==> src/rtl/dec_2_4_pulse_if.sv <==
// ---------------------------------------------------------------------------
// dec_2_4_pulse_if
//
// Purpose: valid/ready code channel feeding the sequential 2-to-4 decoder.
//
// Signals:
//   in_valid  upstream presents q/v this cycle
//   in_ready  decoder can accept a code this cycle
//   q         encoded line index, 0..3
//   v         code valid flag; 0 = null code
//
// Modports:
//   master  upstream side (drives in_valid/q/v, observes in_ready)
//   slave   decoder side (observes in_valid/q/v, drives in_ready)
// ---------------------------------------------------------------------------
interface dec_2_4_pulse_if;
    logic       in_valid;
    logic       in_ready;
    logic [1:0] q;
    logic       v;

    modport master (
        output in_valid,
        output q,
        output v,
        input  in_ready
    );

    modport slave (
        input  in_valid,
        input  q,
        input  v,
        output in_ready
    );
endinterface

==> src/rtl/dec_2_4_pulse.sv <==
// ---------------------------------------------------------------------------
// dec_2_4_pulse
//
// Purpose: sequential 2-to-4 decoder. Accepts an encoded index (q, v) over a
// valid/ready handshake and drives the matching one-hot line on d_out_o for
// HOLD_CYCLES cycles, followed by GAP_CYCLES idle cycles before the next code
// can be taken. A null code (v=0) is consumed without any effect.
//
// Parameters:
//   HOLD_CYCLES  cycles each one-hot output stays asserted (1..255)
//   GAP_CYCLES   idle cycles after a pulse before in_ready returns (0..255)
//   CW           width of the optional per-line event counters
//
// Ports:
//   clk        system clock, rising edge
//   rst_n      synchronous reset, active-low
//   bus        code channel (slave side): in_valid, in_ready, q, v
//   d_out_o    one-hot decoded strobe, registered
//   busy_o     high while driving a pulse or waiting out the gap
//   done_o     one-cycle pulse in the first cycle after a drive completes
//   cnt_sel_i  selects the line counter shown on cnt_val_o
//   cnt_val_o  event count for line cnt_sel_i (0 when counters are disabled)
//
// Build option:
//   DEC_2_4_CNT_EN  when defined, four CW-bit saturating counters record the
//                   number of accepted v=1 codes per line; otherwise no
//                   counters exist and cnt_val_o is tied to zero.
// ---------------------------------------------------------------------------
module dec_2_4_pulse #(
    parameter int HOLD_CYCLES = 4,
    parameter int GAP_CYCLES  = 1,
    parameter int CW          = 8
) (
    input  logic                 clk,
    input  logic                 rst_n,
    dec_2_4_pulse_if.slave       bus,
    output logic [3:0]           d_out_o,
    output logic                 busy_o,
    output logic                 done_o,
    input  logic [1:0]           cnt_sel_i,
    output logic [CW-1:0]        cnt_val_o
);

    typedef enum logic [1:0] {
        IDLE  = 2'd0,
        DRIVE = 2'd1,
        GAP   = 2'd2
    } state_t;

    // Counter reload values; the timer counts down to zero so that the
    // state is left on the edge that ends the last cycle of the phase.
    localparam logic [7:0] HOLD_LOAD = 8'(HOLD_CYCLES - 1);
    localparam logic [7:0] GAP_LOAD  = (GAP_CYCLES > 0) ? 8'(GAP_CYCLES - 1) : 8'd0;

    state_t     state_q, state_d;
    logic [7:0] tmr_q, tmr_d;
    logic [3:0] d_out_q, d_out_d;
    logic       done_q, done_d;

    logic       accept;
    logic       accept_code;
    logic [3:0] onehot;

    // Inputs are only looked at when a transfer actually happens.
    assign accept      = bus.in_valid && (state_q == IDLE);
    assign accept_code = accept && bus.v;

    generate
        for (genvar gi = 0; gi < 4; gi++) begin : g_onehot
            assign onehot[gi] = (bus.q == 2'(gi));
        end
    endgenerate

    // -----------------------------------------------------------------------
    // State register
    // -----------------------------------------------------------------------
    always_ff @(posedge clk) begin
        if (!rst_n) begin
            state_q <= IDLE;
            tmr_q   <= 8'd0;
            d_out_q <= 4'd0;
            done_q  <= 1'b0;
        end else begin
            state_q <= state_d;
            tmr_q   <= tmr_d;
            d_out_q <= d_out_d;
            done_q  <= done_d;
        end
    end

    // -----------------------------------------------------------------------
    // Next-state logic
    // -----------------------------------------------------------------------
    always_comb begin
        state_d = state_q;
        tmr_d   = tmr_q;
        d_out_d = d_out_q;
        done_d  = 1'b0;

        case (state_q)
            IDLE: begin
                // A null code is consumed here with no visible effect.
                if (accept_code) begin
                    state_d = DRIVE;
                    tmr_d   = HOLD_LOAD;
                    d_out_d = onehot;
                end
            end

            DRIVE: begin
                if (tmr_q == 8'd0) begin
                    d_out_d = 4'd0;
                    done_d  = 1'b1;
                    if (GAP_CYCLES > 0) begin
                        state_d = GAP;
                        tmr_d   = GAP_LOAD;
                    end else begin
                        // Returning straight to IDLE still leaves one zero
                        // cycle on d_out, since a new code needs an edge to
                        // be accepted before it can be driven.
                        state_d = IDLE;
                    end
                end else begin
                    tmr_d = tmr_q - 8'd1;
                end
            end

            GAP: begin
                if (tmr_q == 8'd0) begin
                    state_d = IDLE;
                end else begin
                    tmr_d = tmr_q - 8'd1;
                end
            end

            default: begin
                state_d = IDLE;
                tmr_d   = 8'd0;
                d_out_d = 4'd0;
            end
        endcase
    end

    assign bus.in_ready = (state_q == IDLE);
    assign busy_o       = (state_q != IDLE);
    assign d_out_o      = d_out_q;
    assign done_o       = done_q;

    // -----------------------------------------------------------------------
    // Optional per-line event counters
    // -----------------------------------------------------------------------
`ifdef DEC_2_4_CNT_EN
    logic [CW-1:0] ev_q [4];

    generate
        for (genvar gi = 0; gi < 4; gi++) begin : g_ev
            always_ff @(posedge clk) begin
                if (!rst_n) begin
                    ev_q[gi] <= '0;
                end else if (accept_code && onehot[gi] && (ev_q[gi] != '1)) begin
                    ev_q[gi] <= ev_q[gi] + CW'(1);
                end
            end
        end
    endgenerate

    assign cnt_val_o = ev_q[cnt_sel_i];
`else
    logic unused_cnt_sel;

    assign unused_cnt_sel = ^cnt_sel_i;
    assign cnt_val_o      = '0;
`endif

endmodule

==> src/flat_wrapper.sv <==
// flat-port wrapper written by rule: the top's interface ports become plain ports
module dec_2_4_pulse_flat 
#(
    parameter int HOLD_CYCLES = 4,
    parameter int GAP_CYCLES  = 1,
    parameter int CW          = 8
)
  (clk, rst_n, d_out_o, busy_o, done_o, cnt_sel_i, cnt_val_o, bus_in_valid, bus_q, bus_v, bus_in_ready);
  dec_2_4_pulse_if bus_i ();
  input  logic clk;
  input  logic rst_n;
  output logic [3:0] d_out_o;
  output logic busy_o;
  output logic done_o;
  input  logic [1:0] cnt_sel_i;
  output logic [CW-1:0] cnt_val_o;
  input wire logic [$bits(bus_i.in_valid)-1:0] bus_in_valid;
  input wire logic [$bits(bus_i.q)-1:0] bus_q;
  input wire logic [$bits(bus_i.v)-1:0] bus_v;
  output wire logic [$bits(bus_i.in_ready)-1:0] bus_in_ready;
  assign bus_i.in_valid = bus_in_valid;
  assign bus_i.q = bus_q;
  assign bus_i.v = bus_v;
  assign bus_in_ready = bus_i.in_ready;
  dec_2_4_pulse #(.HOLD_CYCLES(HOLD_CYCLES), .GAP_CYCLES(GAP_CYCLES), .CW(CW)) u_core (.clk(clk), .rst_n(rst_n), .bus(bus_i), .d_out_o(d_out_o), .busy_o(busy_o), .done_o(done_o), .cnt_sel_i(cnt_sel_i), .cnt_val_o(cnt_val_o));
endmodule
==> config.mk <==
export PLATFORM = sky130hd
export DESIGN_NAME = dec_2_4_pulse_flat
export DESIGN_NICKNAME = d
export VERILOG_FILES = /design/src/rtl/dec_2_4_pulse_if.sv /design/src/rtl/dec_2_4_pulse.sv /design/src/flat_wrapper.sv
export SDC_FILE = /design/constraint.sdc
export NUM_CORES = 1
export LEC_CHECK = 0
export ABC_AREA = 1
export CAP_MARGIN = 30
export CORE_MARGIN = 1.5
export CORE_UTILIZATION = 45
export CTS_CLUSTER_DIAMETER = 40
export DETAILED_ROUTE_END_ITERATION = 10
export DONT_BUFFER_PORTS = 1
export GPL_TIMING_DRIVEN = 0
export PLACE_DENSITY = 0.58
export REMOVE_ABC_BUFFERS = 1
export SYNTH_ARGS = -nofsm -noshare
export SYNTH_HDL_FRONTEND = slang
export SYNTH_SLANG_ARGS = --single-unit
==> constraint.sdc <==
create_clock -name clk -period 1.65 [get_ports clk]
set_input_delay 0.2475 -clock clk [delete_from_list [all_inputs] [get_ports clk]]
set_output_delay 0.2475 -clock clk [all_outputs]
set_load 0.02 [all_outputs]
==> Word level (Yosys, flattened, before mapping) <==
Cells that the tools add are included.
{ "op_classes": {"n_addsub": 1, "multipliers": 0, "n_div": 0, "order_cmp": 0, "eq_ne": 9, "shift": 0, "mux": 12, "n_bitwise": 1, "reduce_logical": 10} }
{ "ops": {"columns": ["cell", "count"], "rows": [
  ["2-to-1 mux 8 bit", 3],
  ["case mux 8 bit (3 select lines)", 1],
  ["case mux 4 bit (3 select lines)", 1],
  ["zero test 8 bit", 1],
  ["2-to-1 mux 4 bit", 2],
  ["subtractor 8 x 1 -> 8 bit, second input constant", 1],
  ["equality test 2 bit, second input constant", 3],
  ["2-to-1 mux 2 bit", 3],
  ["!= test 2 x 1 -> 1 bit, second input constant", 3],
  ["case mux 2 bit (3 select lines)", 1],
  ["AND reduction 3 bit", 2],
  ["equality test 2 x 1 -> 1 bit, second input constant", 2],
  ["zero test 2 bit", 2],
  ["AND reduction 2 bit", 2],
  ["logical AND 1 bit", 2],
  ["!= test 2 bit, second input constant", 1],
  ["nonzero test 2 bit", 1],
  ["2-to-1 mux 1 bit", 1],
  ["inverter 1 bit", 1]
]} }
{ "totals": {"regBits": 15, "latch_bits": 0, "mem_bits_rw": 0, "mem_bits_ro": 0, "input_bits": 8, "wordCells": 37, "n_memories": 0} }

==> Longest topological paths before layout <==
{ "depth": {"ltp_word": 5, "mapped_depth": 11} }

==> Worst setup path before layout <==
No wires, ideal clock.
{ "synth_path": {"path_kind": "reg2reg", "startpoint": "reg u_core.tmr_q[0]", "endpoint": "reg u_core.d_out_q[0] (netlist: u_core.d_out_o[0])", "setup_ps": 119, "arrival_ps": 1248, "slack_ps": 283, "stages_incl_launch_ff": 12, "path_buffers": 0, "period_less_slack_ps": 1367, "cell_sequence": "dfxtp_1 inv_1 ha_1 inv_1 nor2_1 nand2_2 nand2_2 nand2_2 nand2_4 inv_4 nand2_1 o21ai_1"} }
{ "synth_between": {"elab_chain_len": 3} }
{ "synth_rtl": {"columns": ["item", "line", "rtl"], "rows": [
  ["start, declared", "dec_2_4_pulse.sv:56", "logic [7:0] tmr_q, tmr_d;"],
  ["start signal, assigned", "dec_2_4_pulse.sv:85", "tmr_q <= tmr_d;"],
  ["zero test 8 bit", "dec_2_4_pulse.sv:111", "if (tmr_q == 8'd0) begin"],
  ["!= test 2 x 1 -> 1 bit (no source line)", null, null],
  ["AND reduction 3 bit (no source line)", null, null],
  ["end signal, assigned", "dec_2_4_pulse.sv:86", "d_out_q <= d_out_d;"],
  ["end, declared", "dec_2_4_pulse.sv:57", "logic [3:0] d_out_q, d_out_d;"]
]} }
No other way between the ends.
A chain may end at the register's enable or synchronous reset.

==> Worst setup path in the final report <==
{ "layout_path": {"startpoint": "reg u_core.state_q[1]", "endpoint": "reg u_core.d_out_q[1] (netlist: u_core.d_out_o[1])"} }
{ "layout_between": {"elab_chain_len": 5, "elab_cells_between_ends": 10, "classes_between": "4 x eq/ne; 1 x mux; 1 x bitwise; 4 x reduce/logical"} }
{ "layout_rtl": {"columns": ["item", "line", "rtl"], "rows": [
  ["start, declared", "dec_2_4_pulse.sv:55", "state_t state_q, state_d;"],
  ["start signal, assigned", "dec_2_4_pulse.sv:84", "state_q <= state_d;"],
  ["zero test 2 bit *", null, null],
  ["net bus_in_ready", "flat_wrapper.sv:20", "output wire logic [$bits(bus_i.in_ready)-1:0] bus_in_ready;"],
  ["logical AND 1 bit", "dec_2_4_pulse.sv:65", "assign accept = bus.in_valid && (state_q == IDLE);"],
  ["logical AND 1 bit", "dec_2_4_pulse.sv:66", "assign accept_code = accept && bus.v;"],
  ["!= test 2 x 1 -> 1 bit (no source line)", null, null],
  ["AND reduction 3 bit (no source line)", null, null]
]} }
Mark *: on every way through the listed nets, which the timed path passes. The rest lies on a longest branch.

==> out/metrics.cfg <==
[status]
status=complete, no violations

[yosys]
avgSynthCellArea_um2=6.99
synth-seq-cells=15
synth_warnings=0
synth-seq-area-share_pct=34.4
synthTopCellsByArea=dfxtp_1 34%, nand2_1 12%, buf_4 6.9%, inv_1 5.6%, nor2_1 4.7%
yosys.area.top_type_share_pct=34.4
syn-instance-count=125
synthDistinctLibCells=21
syn_area_um2=873
yosysTopAreaCell=dfxtp_1

[sta]
slew_viol_final=0
max_freq_mhz=662
whs_ps=93.5
clock_skew_ps=1.02
min_period_ps=1510
hold_violations=0
setup-violations-final=0
rsz0062_at_grt=false
fin_tns_setup_ps=0
fin_crit_sh_pct=91.6

[clock_network]
cts_buffers=3
ctsHoldBuffers=0
cts_resized=0
clk_latency_ps=280
clock_sinks=15
h-tree-depth=1
cts_root_buffer=clkbuf_4
path_clk_slew_ps=90
cts_tree=yes
cts_setup_buffers=0
cts_buffer_depth=2

[layout]
mostFrequentLayoutCell=nand2_1
layout_common_cells=28 x nand2_1, 15 x dfxtp_1, 13 x inv_1
fin_area_um2=903
final_util_pct=50.7
drive_gt1_share_pct=21.9
nNetsFinal=139
area_growth_syn_to_layout_pct=3.44
antenna_cells=0

[drt]
wl_per_cell_um=10.2
num_vias=742
ant_nets=0
drt-vias-per-instance=4.85
drt-total-wl_um=1570
drc=0
drt_iter0_drc=16
drt_first_pass_iters=4

[worst_setup_path]
worstPathMaxFanout=7
criticalPathCategory=reg2reg
r2r_slack_ps=140
cp_data_required_time_ps=1830
endpoint_kind=register
crit_arrival_ps=1690
startpoint_type=register

[floorplan]
dieArea_um2=2210
core_area_um2=1780
ios=23
die_h_um=47.1
start_util_pct=49.0
rows=15
die_x_um=47.1

[job]
max_cap_viol_count=0

[grt]
grt-ovfl-total=0
antenna_found_initial=0
grt_pass1_wl_um=2700
grt_max_degree=9
grtUsageTotal_pct=17.6
grt_pass1_vias=643

[power]
p_leak_nw=0.416
power_density_nw_per_um2=1460
ir_worst_vdd_mv=0.605
power_mw=1.32

[place]
hpwl_um=1200
numPortBuffers=0
gp_congestion=0.749
dpl-instance-area_um2=871

[hold_path]
hold_class=in2reg

==> cells in the mapped netlist <==
library cell,instances
nand2_1,28
dfxtp_1,15
inv_1,13
nor2_1,11
buf_4,8
nand3_1,7
a21oi_1,6
nand2_2,5
inv_2,4
nand4_1,4
nor2_2,4
o21ai_1,4
nor3_1,3
ha_1,2
inv_4,2
nand3_2,2
nor2_4,2
o21ai_2,2
a31o_2,1
conb_1,1
nand2_4,1
==> state kept, by name (all words and copies together) (netlist names) <==
register	flops
u_core.tmr_q	8
u_core.d_out_o	4
u_core.state_q	2
u_core.done_o	1
==> worst paths after layout <==
kind | start | end | depth (start not counted)
setup / recovery | u_core.state_q[1] | u_core.d_out_o[1] | 8
setup reg to reg | u_core.state_q[1] | u_core.d_out_o[1] | 8
hold / removal | rst_n | u_core.done_o | 2
hold reg to reg | u_core.tmr_q[0] | u_core.tmr_q[0] | 2
==> through the flow <==
stage	setup WS (ps)	instances
2_1_floorplan	283	124
3_3_place_gp	130	149
3_5_place_dp	122	149
4_1_cts	95.7	153
5_1_grt	21.3	153
6_report	139	153
==> critical path, cell delays in order, from the launching register on <==
cell and delay, ps:
dfxtp_1 390, nor2_4 260, nand3_2 140, o21ai_2 190
nand2_2 130, nand2_4 110, inv_4 60, nand2_1 50
o21ai_1 60
==> power breakdown <==
group	leakage (nW)	internal, mW	switching, mW	total (mW)
Clock	0.0150	0.0940	0.120	0.214
Combinational	0.279	0.191	0.416	0.607
Sequential	0.123	0.431	0.0660	0.497
==> routing by layer <==
metal	wire length (um)	vias to the layer above	global-route usage, %
li1	-	385	-
met1	753	335	24.1
met2	718	18	25.2
met3	55	4	2.69
met4	40	0	12.2
met5	0	-	0
==> cells by family after synthesis <==
kind of cell	synth area share, %
compound gates	8.74
fa+ha+maj	2.86
buf+inv	15.6
flops	34.4
other cells	0.429
simple gates	38.0
==> layout make-up <==
type	count	area, um^2
fillers	195	880
well taps	25	31.3
inverters	19	76.3
clock buffers	4	26.3
multi-input cells	90	469
flip-flops and latches	15	300
Power figures use the tool's default switching activity.
